File: src/rtl/rr_arbiter_8.sv
// Eight-way round-robin arbiter: registered one-hot grant plus binary index, held until release/disable/timeout.
// Latency: request sampled at an edge in IDLE is granted at that edge; release clears the grant at the sampling edge.
// Backpressure: none; a requester holds its req line for as long as it needs the shared slot.
// Optional hold timeout is compiled in with `define ARB_TIMEOUT_EN (uses MAX_HOLD).
module rr_arbiter_8 #(
  parameter int unsigned MAX_HOLD = 16
) (
  input  logic       clk,
  input  logic       rst,
  input  logic       en,
  input  logic [7:0] req,
  output logic [7:0] gnt,
  output logic [2:0] gnt_idx,
  output logic       gnt_valid,
  output logic       timeout
);

  typedef enum logic {
    IDLE  = 1'b0,
    GRANT = 1'b1
  } state_t;

  state_t     state, state_nxt;
  logic [2:0] ptr, ptr_nxt;
  logic [2:0] owner, owner_nxt;
  logic [7:0] gnt_q, gnt_nxt;
  logic [2:0] idx_q, idx_nxt;
  logic       vld_q, vld_nxt;

  // High when the owner has used up its hold budget this cycle.
  logic       hold_hit;
  // Forced revoke decision for the current edge.
  logic       revoke_to;

  logic [2:0] sel;
  logic       any_req;

  // First set request scanning circularly from the priority pointer.
  function automatic logic [2:0] rr_pick(input logic [7:0] r, input logic [2:0] p);
    logic [2:0] pick;
    logic [2:0] cand;
    logic       found;
    pick  = p;
    found = 1'b0;
    for (int i = 0; i < 8; i++) begin
      cand = p + 3'(i);
      if (!found && r[cand]) begin
        pick  = cand;
        found = 1'b1;
      end
    end
    return pick;
  endfunction

  assign any_req = |req;
  assign sel     = rr_pick(req, ptr);

`ifdef ARB_TIMEOUT_EN
  // Counter value seen during the last allowed grant cycle.
  localparam logic [7:0] HOLD_LAST = 8'(MAX_HOLD - 1);

  logic [7:0] hold_cnt;
  logic       timeout_q;

  assign hold_hit = (hold_cnt == HOLD_LAST);

  // Hold counter: zero whenever idle (so it starts at 0 on each grant), counts grant cycles.
  always_ff @(posedge clk) begin
    if (rst) begin
      hold_cnt <= 8'd0;
    end else if (state == IDLE) begin
      hold_cnt <= 8'd0;
    end else begin
      hold_cnt <= hold_cnt + 8'd1;
    end
  end

  // Timeout pulse lands in the first cycle with the grant cleared.
  always_ff @(posedge clk) begin
    if (rst) begin
      timeout_q <= 1'b0;
    end else begin
      timeout_q <= revoke_to;
    end
  end

  assign timeout = timeout_q;
`else
  // No hold limit: grants last as long as the owner keeps requesting.
  logic unused_cfg;

  assign hold_hit   = 1'b0;
  assign timeout    = 1'b0;
  assign unused_cfg = ^{8'(MAX_HOLD), revoke_to};
`endif

  // Next-state and next-output decision; disable beats release, release beats timeout.
  always_comb begin
    state_nxt = state;
    ptr_nxt   = ptr;
    owner_nxt = owner;
    gnt_nxt   = gnt_q;
    idx_nxt   = idx_q;
    vld_nxt   = vld_q;
    revoke_to = 1'b0;

    unique case (state)
      IDLE: begin
        gnt_nxt = 8'd0;
        idx_nxt = 3'd0;
        vld_nxt = 1'b0;
        if (en && any_req) begin
          owner_nxt = sel;
          gnt_nxt   = 8'b1 << sel;
          idx_nxt   = sel;
          vld_nxt   = 1'b1;
          state_nxt = GRANT;
        end
      end

      GRANT: begin
        if (!en) begin
          // Revoked by disable: pointer untouched so priority is preserved.
          gnt_nxt   = 8'd0;
          idx_nxt   = 3'd0;
          vld_nxt   = 1'b0;
          state_nxt = IDLE;
        end else if (!req[owner]) begin
          // Voluntary release: next requester in line gets top priority.
          gnt_nxt   = 8'd0;
          idx_nxt   = 3'd0;
          vld_nxt   = 1'b0;
          ptr_nxt   = owner + 3'd1;
          state_nxt = IDLE;
        end else if (hold_hit) begin
          // Hold budget exhausted while still requesting: force the owner off.
          gnt_nxt   = 8'd0;
          idx_nxt   = 3'd0;
          vld_nxt   = 1'b0;
          ptr_nxt   = owner + 3'd1;
          revoke_to = 1'b1;
          state_nxt = IDLE;
        end
      end

      default: begin
        state_nxt = IDLE;
      end
    endcase
  end

  // State, pointer, owner and registered grant outputs.
  always_ff @(posedge clk) begin
    if (rst) begin
      state <= IDLE;
      ptr   <= 3'd0;
      owner <= 3'd0;
      gnt_q <= 8'd0;
      idx_q <= 3'd0;
      vld_q <= 1'b0;
    end else begin
      state <= state_nxt;
      ptr   <= ptr_nxt;
      owner <= owner_nxt;
      gnt_q <= gnt_nxt;
      idx_q <= idx_nxt;
      vld_q <= vld_nxt;
    end
  end

  assign gnt       = gnt_q;
  assign gnt_idx   = idx_q;
  assign gnt_valid = vld_q;

endmodule
File: config.mk
export PLATFORM = sky130hd
export DESIGN_NAME = rr_arbiter_8
export DESIGN_NICKNAME = d
export VERILOG_FILES = /design/src/rtl/rr_arbiter_8.sv
export SDC_FILE = /design/constraint.sdc
export NUM_CORES = 1
export LEC_CHECK = 0
export BUFFER_PORTS_ARGS = -buffer_cell sky130_fd_sc_hd__buf_4
export CAP_MARGIN = 25
export CORE_ASPECT_RATIO = 1.1
export CORE_MARGIN = 10
export CORE_UTILIZATION = 45
export CTS_BUF_LIST = sky130_fd_sc_hd__clkbuf_4 sky130_fd_sc_hd__clkbuf_8 sky130_fd_sc_hd__clkbuf_16
export CTS_CLUSTER_DIAMETER = 100
export DETAILED_ROUTE_END_ITERATION = 10
export GPL_TIMING_DRIVEN = 0
export PLACE_DENSITY_LB_ADDON = 0.1
export SLEW_MARGIN = 5
export SYNTH_ARGS = -nofsm -noshare
export SYNTH_HDL_FRONTEND = slang
export SYNTH_SLANG_ARGS = --single-unit
File: constraint.sdc
create_clock -name clk -period 6.15 [get_ports clk]
set_input_delay 1.23 -clock clk [delete_from_list [all_inputs] [get_ports clk]]
set_output_delay 1.23 -clock clk [all_outputs]
set_load 0.05 [all_outputs]
==> results of run 1 <==
-- how the worst max path moves through the flow --
stage                     cells after the start                start  slack, ns             endpoint
after global placement                        8               req[5]       2.27  gnt[5]$_SDFFE_PP0P_
after floorplan                              13  ptr[1]$_SDFFE_PP0P_       2.80  gnt[0]$_SDFFE_PP0P_
after global routing                         12  ptr[1]$_SDFFE_PP0P_       1.84  gnt[7]$_SDFFE_PP0P_
after CTS                                    12  ptr[1]$_SDFFE_PP0P_       2.20  gnt[5]$_SDFFE_PP0P_
after detailed placement                      8               req[5]       2.15  gnt[5]$_SDFFE_PP0P_
final                                        12  ptr[1]$_SDFFE_PP0P_       2.12  gnt[5]$_SDFFE_PP0P_
-- where the power goes --
| part | leakage, nW | total, mW | internal, mW | switching (mW) |
|---|---|---|---|---|
| Sequential | 0.154 | 0.133 | 0.128 | 0.00427 |
| Combinational | 0.555 | 0.134 | 0.0539 | 0.0800 |
| Clock | 0.0255 | 0.0854 | 0.0450 | 0.0404 |
| Total | 0.735 | 0.352 | 0.227 | 0.125 |
-- metal layers --
layer / track usage (%) / share of wire [%] / vias to the layer above
met3: 2.22 / 5.0 / 9
met5: 0 / 0 / -
met2: 23.2 / 50 / 35
met4: 4.89 / 2.2 / 0
met1: 15.8 / 43 / 760
li1: - / - / 775
-- cell type report --
| type | count | area (µm²) | area share (%) |
|---|---|---|---|
| Tap cell | 50 | 62.6 | 3.11 |
| Multi-Input combinational cell | 149 | 1260 | 62.8 |
| Buffer | 12 | 78.8 | 3.92 |
| Clock buffer | 3 | 41.3 | 2.05 |
| Sequential cell | 19 | 380 | 18.9 |
| Clock inverter | 1 | 5.00 | 0.249 |
| Timing Repair Buffer | 21 | 158 | 7.85 |
| Inverter | 6 | 22.5 | 1.12 |
-- sequential cells by signal, summed over array words and instances, names as in the netlist --
name and flops:
gnt_valid 1, state 1, owner 3, gnt_idx 3
gnt 8, ptr 3
-- stage by stage --
stage               hold WS, ns  setup slack, ns
floorplan                 0.467             2.80
global placement          0.436             2.27
detailed placement        0.437             2.15
CTS                       0.461             2.20
global route              0.486             1.84
finish                    0.458             2.12
-- worst min-delay path, stage by stage, from the launching register on --
cell and delay [ns]:
dfxtp_1 0.33, nand2_1 0.05, o41ai_1 0.05
-- kinds of logic after synthesis --
family                   after synthesis
XOR/XNOR                               5
other                                  1
multiplexers                          28
AO/OA/AOI/OAI                         46
buffers and inverters                 18
AND/OR/NAND/NOR                       66
flip-flops                            19
adder cells (fa/ha/maj)                3
-- cell usage in the layout, fill, tap and decap left out, drive strengths merged, types with 4 or more instances in the layout --
master and count:
a21oi 6, buf 29, clkbuf 7, dfxtp 19, inv 6, mux2i 13
mux4 12, nand2 27, nand3 5, nor2 9, o21ai 6, o31ai 4
o41ai 4
==> out/qor.yml, run 1 <==
outcome:
  status: "finished, final reports clean"
floorplanning:
  dieArea_mm2: 0.00677
  die_h_um: 85.3
  start_util_pct: 47.3
  core_area_mm2: 0.00368
  fp-row-count: 23
  die_w_um: 79.3
  ioPinCount: 24
yosys:
  synth-edff-count: 0
  synth_xor_area_share_pct: 3.59
  synthFlopType: "dfxtp_1"
  syn-cell-area_mm2: 0.00174
  synthDistinctLibCells: 61
  ys_seq_area_share_pct: 21.8
  syn_area_per_cell_um2: 9.37
  synth-compound-area-share_pct: 20.2
  synth_most_common_cell: "nand2_1"
  muxShareOfSynthArea_pct: 26.6
  synth_commonest_cells: "26 x nand2_1, 19 x dfxtp_1, 12 x mux4_2"
  synth_warnings: 0
  synth_top_area_share_pct: 21.8
  netlist_instances: 186
  synth_nets: 200
  async_flop_share_pct: 0
  synth_top_family_by_area: "multiplexers"
  synth-simple-area-share_pct: 19.6
  ys_ff_latch: 19
  synth_area_leaders: "dfxtp_1 22%, mux4_2 16%, mux2i_1 5.7%"
  yosys.area.top_type: "dfxtp_1"
  synthAdderAreaFrac_pct: 2.15
worst_setup_path:
  r2r-end: "gnt[5]$_SDFFE_PP0P_"
  path_class: "flop to flop"
  ff2ff_path_depth: 12
  crit_path_end_kind: "flop"
  worstPathMaxFanout: 10
  r2r_start: "ptr[1]$_SDFFE_PP0P_"
  start_kind: "flop"
  crit_chain: "buf_2, buf_2, inv_1, ha_1, buf_6, mux4_2, mux2i_2, nand2_1, a2111oi_1, o32a_1, nand2_1, o41ai_1"
  critPathRequiredTime_ns: 6.30
  crit_slowest_cell: "mux4_2"
  crit_buf_inv: 4
  path_delay_family: "compound AO/OA/AOI/OAI gates"
  worst-endpoint-arrival_ns: 4.18
  slowest_delay_ns: 0.56
  r2r_slack_ns: 2.12
min_path:
  whs_endpoint: "gnt[4]$_SDFFE_PP0P_"
  worst_hold_path.num_cells: 2
  hold_path_class: "flop to flop"
  hold_path_startpoint: "gnt[4]$_SDFFE_PP0P_"
sta:
  setup_tns_ns: 0
  fmax_mhz: 248
  min_period_ns: 4.03
  tightest_slew_ns: 0.624
  report.final.slew_viol_count: 0
  fin_skew_ns: 0.00227
  slew_headroom_pct: 58.3
  hold_viol: 0
  rsz0062_at_grt: "false"
  period_share_pct: 65.5
  setup_violations: 0
detailed_routing:
  viasPerCell: 6.05
  antenna_left: 0
  drtPass1Iterations: 4
  wl_per_cell_um: 17.1
  drt_iter0_markers: 111
  wirelength_um: 4460
  dr_total_vias: 1579
  drc: 0
cells_and_area:
  syn_to_final_growth_pct: 15.3
  finalNetCount: 226
  n_antenna_cell: 0
  drive_gt1_share_pct: 27.5
  final_cells: 261
  final_area_mm2: 0.00201
  final_util_pct: 54.6
  fillers: 374
place:
  post-dp-hpwl_um: 3620
  place_congestion: 0.912
  dp.cells: 257
  portBuffers: 21
  placed_area_mm2: 0.00196
cts:
  cts.sinks: 19
  cts_tree: "done"
  post_cts.resized_instances: 0
  cts-htree-levels: 1
  post-cts-setup-buffers: 0
  cts.path.max_buffers: 2
  cts_buffers: 3
  clk_pin_slew_ns: 0.07
  clock_latency_ns: 0.26
  hold_buffers: 0
  root_buffer: "clkbuf_8"
global_route:
  grt_pass1_vias: 1578
  grt_overflow: 0
  grt_max_degree: 12
  grt_use_total_pct: 13.3
  grt_pass1_wl_um: 7510
  antenna_found_initial: 0
pwr:
  max-vdd-ir-drop_v: 0.000180
  power.total_uw: 352
  p_leak_nw: 0.735
  powerDensity_mw_per_mm2: 175
run:
  drv_cap: 0
(Power assumes the default switching activity.)
==> run 2, diff against run 1 <==
--- a/config.mk
+++ b/config.mk
@@ -5,6 +5,7 @@
 export SDC_FILE = /design/constraint.sdc
 export NUM_CORES = 1
 export LEC_CHECK = 0
+export ABC_AREA = 1
 export BUFFER_PORTS_ARGS = -buffer_cell sky130_fd_sc_hd__buf_4
 export CAP_MARGIN = 25
 export CORE_ASPECT_RATIO = 1.1
==> constraint.sdc (replaced) <==
create_clock -name clk -period 4.1 [get_ports clk]
set_input_delay 0.82 -clock clk [delete_from_list [all_inputs] [get_ports clk]]
set_output_delay 0.82 -clock clk [all_outputs]
set_load 0.05 [all_outputs]
==> out/qor.yml, run 2 <==
cells_and_area:
  drive_gt1_share_pct: 18.1
  n_antenna_cell: 0
  final_area_mm2: 0.00192
  register_area_um2: 380
  final_cell_mix: "88 x nand2_1, 39 x nand3_1, 33 x nor2_1, 22 x buf_4"
  multi_input_area_mm2: 0.00112
  syn_to_final_growth_pct: 16.3
  finalNetCount: 313
  largest_reg_flops: 8
  fillers: 373
  final_common_cell: "nand2_1"
sta:
  setup_tns_ns: 0
  tightest_slew_ns: 0.589
  hold_viol: 0
  fmax_mhz: 345
  min_period_ns: 2.90
  rsz0062_at_grt: "false"
  setup_violations: 0
  fin_skew_ns: 0.00273
  report.final.slew_viol_count: 0
  period_share_pct: 70.7
  timing.hold.ws_ns: 0.471
  slew_headroom_pct: 60.6
cts:
  post-cts-setup-buffers: 0
  cts_buffers: 3
  hold_buffers: 0
  post_cts.resized_instances: 0
  root_buffer: "clkbuf_8"
  clock_latency_ns: 0.25
  cts.sinks: 19
  cts-htree-levels: 1
  cts.path.max_buffers: 2
  clk_pin_slew_ns: 0.07
  cts_tree: "done"
yosys:
  synth_commonest_cells: "88 x nand2_1, 39 x nand3_1, 33 x nor2_1"
  synth-edff-count: 0
  async_flop_share_pct: 0
  ys_seq_area_share_pct: 23.0
  synthDistinctLibCells: 34
  synth_top_family_by_area: "simple AND/OR/NAND/NOR gates"
  synth_top_area_share_pct: 23.0
  netlist_instances: 273
  synth_nets: 287
  synthAdderAreaFrac_pct: 2.27
  synth-simple-area-share_pct: 50.0
  synth_warnings: 0
  syn-cell-area_mm2: 0.00165
  synth_xor_area_share_pct: 5.00
  muxShareOfSynthArea_pct: 0.607
  yosys.area.top_type: "dfxtp_1"
  synth-compound-area-share_pct: 9.86
  synth_area_leaders: "dfxtp_1 23%, nand2_1 20%, nand3_1 12%"
  synthFlopType: "dfxtp_1"
  synth_most_common_cell: "nand2_1"
  ys_ff_latch: 19
  syn_area_per_cell_um2: 6.05
outcome:
  status: "finished, final reports clean"
worst_setup_path:
  r2r_slack_ns: 1.20
  r2r-end: "gnt[5]$_SDFFE_PP0P_"
  worst-endpoint-arrival_ns: 3.09
  critPathRequiredTime_ns: 4.29
  crit_path_end_kind: "flop"
  path_delay_family: "simple AND/OR/NAND/NOR gates"
  crit_buf_inv: 4
  slowest_delay_ns: 0.40
  r2r_start: "ptr[1]$_SDFFE_PP0P_"
  cp.depth: 20
  crit_slowest_cell: "ha_1"
  ff2ff_path_depth: 20
  start_kind: "flop"
  crit_chain: "buf_2, inv_2, ha_1, inv_1, nand3_1, nand2_1, nand2_2, nand2_4, nand3_4, nor2_8, nand3_2, inv_2, nor2_1, nand2_1, nand2_1, nand2_1, nand3_2, nor2_1, nor2_1, nor2_1"
  path_class: "flop to flop"
  worstPathMaxFanout: 8
min_path:
  worst_hold_path.num_cells: 1
  whs_endpoint: "gnt_valid$_SDFFE_PP0P_"
  hold_path_class: "flop to flop"
  hold_path_startpoint: "gnt_valid$_SDFFE_PP0P_"
detailed_routing:
  antenna_left: 0
  wirelength_um: 4120
  drtPass1Iterations: 4
  dr_total_vias: 1747
  wl_per_cell_um: 11.8
  drc: 0
  viasPerCell: 5.02
  drt_iter0_markers: 112
global_route:
  antenna_found_initial: 0
  grt_max_degree: 11
  grt_pass1_wl_um: 7120
  grt_use_total_pct: 12.8
  grt_overflow: 0
  grt_pass1_vias: 1583
floorplanning:
  fp-row-count: 23
  die_h_um: 83.5
  core_area_mm2: 0.00360
  dieArea_mm2: 0.00649
  start_util_pct: 45.9
  die_w_um: 77.7
  ioPinCount: 24
pwr:
  power.total_uw: 643
  p_int_uw: 368
  clockPowerShare_pct: 20.8
  p_leak_nw: 0.890
  max-vdd-ir-drop_v: 0.000285
  seqPwrFrac_pct: 32.4
  powerDensity_mw_per_mm2: 335
  swShare_pct: 42.8
  p_comb_share_pct: 46.9
  power_switching_uw: 275
place:
  post-dp-hpwl_um: 3300
  place_congestion: 0.884
  placed_area_mm2: 0.00187
  portBuffers: 21
run:
  drv_cap: 0
run 2: through the flow:
step	instances	utilization, %	setup slack [ns]
final	348	53.4	1.20
after detailed placement	344	52.0	1.19
after floorplan	273	-	1.69
after global routing	348	53.4	0.893
after CTS	348	53.4	1.18
after global placement	344	52.0	1.22
run 2: worst max path at each step:
stage,to,from,slack [ns]
global placement,gnt[7]$_SDFFE_PP0P_,ptr[1]$_SDFFE_PP0P_,1.22
global route,gnt[2]$_SDFFE_PP0P_,ptr[1]$_SDFFE_PP0P_,0.89
floorplan,gnt[2]$_SDFFE_PP0P_,ptr[1]$_SDFFE_PP0P_,1.69
CTS,gnt[5]$_SDFFE_PP0P_,ptr[1]$_SDFFE_PP0P_,1.18
finish,gnt[5]$_SDFFE_PP0P_,ptr[1]$_SDFFE_PP0P_,1.20
detailed placement,gnt[6]$_SDFFE_PP0P_,ptr[1]$_SDFFE_PP0P_,1.19
run 2: power by group through the flow:
stage / sequential [mW] / clock [mW] / combinational, mW
3_5_place_dp: 0.212 / 0 / 0.300
5_1_grt: 0.210 / 0.144 / 0.339
6_report: 0.208 / 0.133 / 0.301
4_1_cts: 0.208 / 0.137 / 0.302
3_3_place_gp: 0.212 / 0 / 0.299
2_1_floorplan: 0.238 / 0 / 0.206
run 2: layer usage:
metal | track usage [%] | wire (µm) | vias to the layer above
met3 | 1.83 | 149 | 4
li1 | - | - | 936
met4 | 3.49 | 33 | 0
met5 | 0 | 0 | -
met1 | 15.6 | 1930 | 774
met2 | 22.4 | 2010 | 33
run 2: logic make-up after synthesis:
group	after synthesis
AND/OR/NAND/NOR	180
buffers and inverters	34
AO/OA/AOI/OAI	29
flip-flops	19
XOR/XNOR	6
adder cells (fa/ha/maj)	3
other	1
multiplexers	1
run 2: area by class of cell:
class | instances | share of cell area, %
plain buffers | 8 | 2.67
well taps | 50 | 3.26
repair buffers | 21 | 8.21
clock buffers | 4 | 2.54
multi-input cells | 220 | 58.4
flip-flops and latches | 19 | 19.8
inverters | 26 | 5.08
